File: config.mk
export PLATFORM = sky130hd
export DESIGN_NAME = fetch_queue
export DESIGN_NICKNAME = d
export VERILOG_FILES = /design/src/rtl/fetch_queue.sv
export SDC_FILE = /design/constraint.sdc
export NUM_CORES = 1
export LEC_CHECK = 0
export BUFFER_PORTS_ARGS = -buffer_cell sky130_fd_sc_hd__buf_4
export CORE_ASPECT_RATIO = 1.5
export CORE_UTILIZATION = 51
export CTS_BUF_LIST = sky130_fd_sc_hd__clkbuf_8 sky130_fd_sc_hd__clkbuf_16
export DETAILED_ROUTE_END_ITERATION = 10
export MAX_ROUTING_LAYER = met4
export PLACE_DENSITY_LB_ADDON = 0.2
export SLEW_MARGIN = 15
export SYNTH_ARGS = -nofsm -noshare
export SYNTH_HDL_FRONTEND = slang
export SYNTH_SLANG_ARGS = --single-unit
File: constraint.sdc
create_clock -name clk_i -period 3.9 [get_ports clk_i]
set_input_delay 0.78 -clock clk_i [delete_from_list [all_inputs] [get_ports clk_i]]
set_output_delay 0.78 -clock clk_i [all_outputs]
set_load 0.05 [all_outputs]
File: src/rtl/fetch_queue.sv
// Fetch queue between frontend and decode: circular buffer, no fall-through,
// blocks further fetch once an excepting entry has been accepted.
package config_pkg;
  typedef struct packed {
    int unsigned XLEN;
    int unsigned VLEN;
  } cva6_cfg_t;
  localparam cva6_cfg_t cva6_cfg_empty = '0;
endpackage

package ariane_pkg;
  typedef struct packed {
    logic [31:0] cause;
    logic [31:0] tval;
    logic        valid;
  } exception_t;
  typedef struct packed {
    logic [31:0] address;
    logic [31:0] instruction;
    exception_t  ex;
  } fetch_entry_t;
endpackage

module fetch_queue
  import ariane_pkg::*;
#(
  parameter config_pkg::cva6_cfg_t CVA6Cfg = config_pkg::cva6_cfg_empty,
  parameter int unsigned DEPTH = 4
) (
  input  logic                     clk_i,
  input  logic                     rst_ni,
  input  logic                     flush_i,
  input  fetch_entry_t             fetch_entry_i,
  input  logic                     fetch_entry_valid_i,
  output logic                     fetch_entry_ready_o,
  output fetch_entry_t             fetch_entry_o,
  output logic                     fetch_entry_valid_o,
  input  logic                     fetch_entry_ready_i,
  output logic [$clog2(DEPTH):0]   count_o,
  output logic                     ex_pending_o
);

  localparam int unsigned PtrW = $clog2(DEPTH);
  localparam int unsigned CntW = PtrW + 1;

  logic [PtrW-1:0] r_rd_ptr;
  logic [PtrW-1:0] r_wr_ptr;
  logic [CntW-1:0] r_count;
  logic            r_ex_pending;
  fetch_entry_t    r_mem [DEPTH];

  logic w_push;
  logic w_pop;
  logic w_unused_cfg;

  assign w_unused_cfg = ^CVA6Cfg;

  // Ready looks only at registered state and flush, never at decode ready.
  assign fetch_entry_ready_o = (r_count != CntW'(DEPTH))
                            && !r_ex_pending && !flush_i;
  assign fetch_entry_valid_o = (r_count != '0);
  assign fetch_entry_o       = r_mem[r_rd_ptr];
  assign count_o             = r_count;
  assign ex_pending_o        = r_ex_pending;

  assign w_push = fetch_entry_valid_i && fetch_entry_ready_o;
  assign w_pop  = fetch_entry_valid_o && fetch_entry_ready_i;

  always_ff @(posedge clk_i) begin
    if (w_push) begin
      r_mem[r_wr_ptr] <= fetch_entry_i;
    end
  end

  always_ff @(posedge clk_i or negedge rst_ni) begin
    if (!rst_ni) begin
      r_rd_ptr     <= '0;
      r_wr_ptr     <= '0;
      r_count      <= '0;
      r_ex_pending <= 1'b0;
    end else if (flush_i) begin
      r_rd_ptr     <= '0;
      r_wr_ptr     <= '0;
      r_count      <= '0;
      r_ex_pending <= 1'b0;
    end else begin
      if (w_push) begin
        r_wr_ptr <= r_wr_ptr + PtrW'(1);
      end
      if (w_pop) begin
        r_rd_ptr <= r_rd_ptr + PtrW'(1);
      end
      unique case ({w_push, w_pop})
        2'b10:   r_count <= r_count + CntW'(1);
        2'b01:   r_count <= r_count - CntW'(1);
        default: r_count <= r_count;
      endcase
      if (w_push && fetch_entry_i.ex.valid) begin
        r_ex_pending <= 1'b1;
      end
    end
  end

endmodule

==> flow_summary.yaml <==
place:
  dpl_cell_area_mm2: 0.0220
  io_buffer_count: 268
  dpl.hpwl_mm: 22.1
  place.gp.congestion: 0.728
critical_path:
  critPathMaxStageDelay_ns: 0.89
  startpoint_type: "flip-flop"
  crit_family: "flip-flops"
  endpoint_kind: "output port"
  critPathMostFrequentCell: "buf_4"
  arrival_ns: 2.59
  crit_slowest_cell: "dfrtp_4"
  critPathBufInv: 2
  crit_type: "reg -> out"
  worstPathRequired_ns: 3.12
  crit_chain: "buf_4 > mux4_2 > buf_4"
  cp_max_fo: 32
pwr:
  p_clk_frac: 0.259
  seqPwrFrac: 0.414
  switching_share: 0.331
  leakage_uw: 0.00783
  peakVddDrop_mv: 0.649
  combPwrFrac: 0.327
  p_switching_uw: 5420
  power_density_mw_per_mm2: 697
  intPower_uw: 10900
sta:
  finalHoldViolCount: 0
  worst_pin_slew_ns: 0.695
  maxSlewHeadroom: 0.536
  rsz0062_at_grt: "no"
  max_freq_mhz: 297
  fin_crit_sh: 0.864
  setup-violations-final: 0
  maxSlewViolCount: 0
  fin_skew_ns: 0.00815
  fin_setup_tns_ns: 0
  layout_min_cycle_time_ns: 3.37
logic_synthesis:
  synth_warnings: 0
  synth.yosys.seq_area_share: 0.823
  yosysUniqueCellTypes: 31
  yosysTopAreaCell: "edfxtp_1"
  synth-seq-cells: 524
  synth.area.top_cells: "edfxtp_1 81%, mux4_2 15%, dfrtp_1 1.0%"
  syn_inst: 726
  syn_area_per_cell_um2: 26.3
  synth_nets: 865
  syn_area_mm2: 0.0191
  synth.top_cell.area_share: 0.812
clock_tree:
  post-cts-setup-buffers: 0
  cts_resized: 0
  postCtsHoldBufs: 0
  cts-root-buf: "clkbuf_16"
  numCtsBuffers: 46
  cts_sinks: 524
  insertion_delay_ns: 0.55
  cts_tree: "built"
  clockBufferDepth: 3
  htree_levels: 2
  path_clk_slew_ns: 0.06
run_status:
  outcome: "completed"
finish:
  fillerInstances: 2522
  n_antenna_cell: 0
  area.growth.synth_to_final_pct: 23.0
  postLayoutCellArea_mm2: 0.0235
  drive_above_1_share: 0.464
  fin_nets: 1181
detailed_routing:
  wirelength_mm: 35.3
  drtAntennaViolNets: 0
  routedWlPerCell_um: 22.7
  first_pass_iters: 5
  first_iter_violations: 555
  via_count: 8491
  drc: 0
  vias_per_cell: 5.45
floorplanning:
  die_h_um: 239
  core_mm2: 0.0368
  io_pins: 269
  start_util: 0.518
  rows: 86
  die_w_um: 160
  die_area_mm2: 0.0382
worst_hold_path:
  worst_hold_path_type: "in -> async"
flow_run:
  cap_violations: 0
grt:
  grt_max_degree: 70
  grt_overflow: 0
  grt_pass1_wl_mm: 52.4
  antenna_found_initial: 0
  gr-usage-all-layers: 0.191
  grt_pass1_vias: 8884
-- flip-flops by register name (all words and copies together) (netlist names) --
name,flops
r_wr_ptr,2
ex_pending_o,1
count_o,3
r_rd_ptr,2
r_mem,516
-- layer usage --
metal / track usage / part of all wire / vias up
met3: 0.0427 / 0.054 / 52
met1: 0.225 / 0.38 / 4444
li1: - / - / 3762
met2: 0.326 / 0.54 / 233
met5: - / 0 / -
met4: 0.0678 / 0.024 / 0
-- power by group through the flow --
stage               combinational, uW  clock [uW]  sequential (uW)
floorplan                        3830           0             6820
detailed placement               5430           0             6910
global route                     5580        4530             6820
CTS                              5440        4350             6790
global placement                 5420           0             6890
finish                           5350        4230             6780
-- path summary, 6_finish.rpt --
check | from | endpoint | slack [ns] | depth (start not counted)
min in group clk_i | fetch_entry_i[17] | r_mem[2][17] | 0.43 | 1
min | rst_ni | r_rd_ptr[1] | 0.04 | 1
max | r_rd_ptr[0] | fetch_entry_o[4] | 0.53 | 3
max in group asynchronous | rst_ni | r_rd_ptr[0] | 3.71 | 1
max reg2reg | count_o[1] | count_o[2] | 1.68 | 5
min reg2reg | ex_pending_o | ex_pending_o | 0.61 | 2
-- worst register-to-register path, stage by stage, from the launching register on --
cell	delay (ns)
dfrtp_1	0.45
or3b_1	0.55
a21oi_4	0.27
fa_1	0.28
mux2i_4	0.24
mux2_4	0.31
-- cell type report --
| class | count | area, um^2 | share of cell area |
|---|---|---|---|
| multi-input cells | 168 | 3260 | 0.139 |
| flip-flops and latches | 524 | 15700 | 0.669 |
| clock buffers | 49 | 1230 | 0.0523 |
| inverters | 3 | 11.3 | 0.000480 |
| repair buffers | 299 | 2470 | 0.105 |
| well taps | 484 | 606 | 0.0258 |
| clock inverters | 30 | 186 | 0.00795 |
-- cell families after synthesis --
logic type	Yosys count	share of synthesized area
AO/OA/AOI/OAI	6	0.00282
XOR/XNOR	2	0.000918
adder cells (fa/ha/maj)	5	0.00367
buffers and inverters	34	0.00774
flip-flops	524	0.823
multiplexers	132	0.155
AND/OR/NAND/NOR	23	0.00741
-- cells in the mapped netlist --
library cell and n:
mux4_2 129, nor3b_2 1, or3_1 1, edfxtp_1 516, inv_1 3, buf_1 5, and3_4 1, o31ai_2 1
xor2_1 2, ha_1 4, mux2i_1 1, a21oi_4 1, fa_1 1, nor2_1 4, o21ai_0 2, clkbuf_1 10
nor2b_1 1, and2_1 1, or3b_1 1, dfrtp_1 8, nand2b_1 2, buf_2 16, mux2_4 1, nor3_1 2
o31ai_1 1, nand3_1 1, mux2i_4 1, nor3b_1 2, and3_1 4, a21o_1 1, nand2_1 2
-- placed cells by master, fill, tap and decap left out, types with 2 or more instances in the layout --
master,instances
edfxtp_1,516
buf_4,281
mux4_2,129
clkbuf_16,49
buf_12,18
inv_1,15
clkinv_1,9
dfrtp_1,6
and3_4,5
nor2_1,4
ha_1,4
clkinv_2,3
nor3b_1,2
nor3_1,2
o21ai_0,2
xor2_1,2
nand2b_1,2
nand2_1,2
bufinv_16,2
clkinvlp_4,2
dfrtp_4,2
-- metrics by stage --
| step | std cells | total power, uW | setup slack [ns] | utilization | hold slack, ns |
|---|---|---|---|---|---|
| 2_1_floorplan | 726 | 10700 | 0.634 | - | 0.484 |
| 3_3_place_gp | 1478 | 12300 | 1.04 | 0.599 | 0.594 |
| 3_5_place_dp | 1478 | 12300 | 1.03 | 0.599 | 0.604 |
| 4_1_cts | 1557 | 16600 | 0.432 | 0.637 | 0.0149 |
| 5_1_grt | 1557 | 16900 | 0.377 | 0.637 | 0.0164 |
| 6_report | 1557 | 16400 | 0.530 | 0.637 | 0.0429 |
Power figures use the tool's default switching activity.
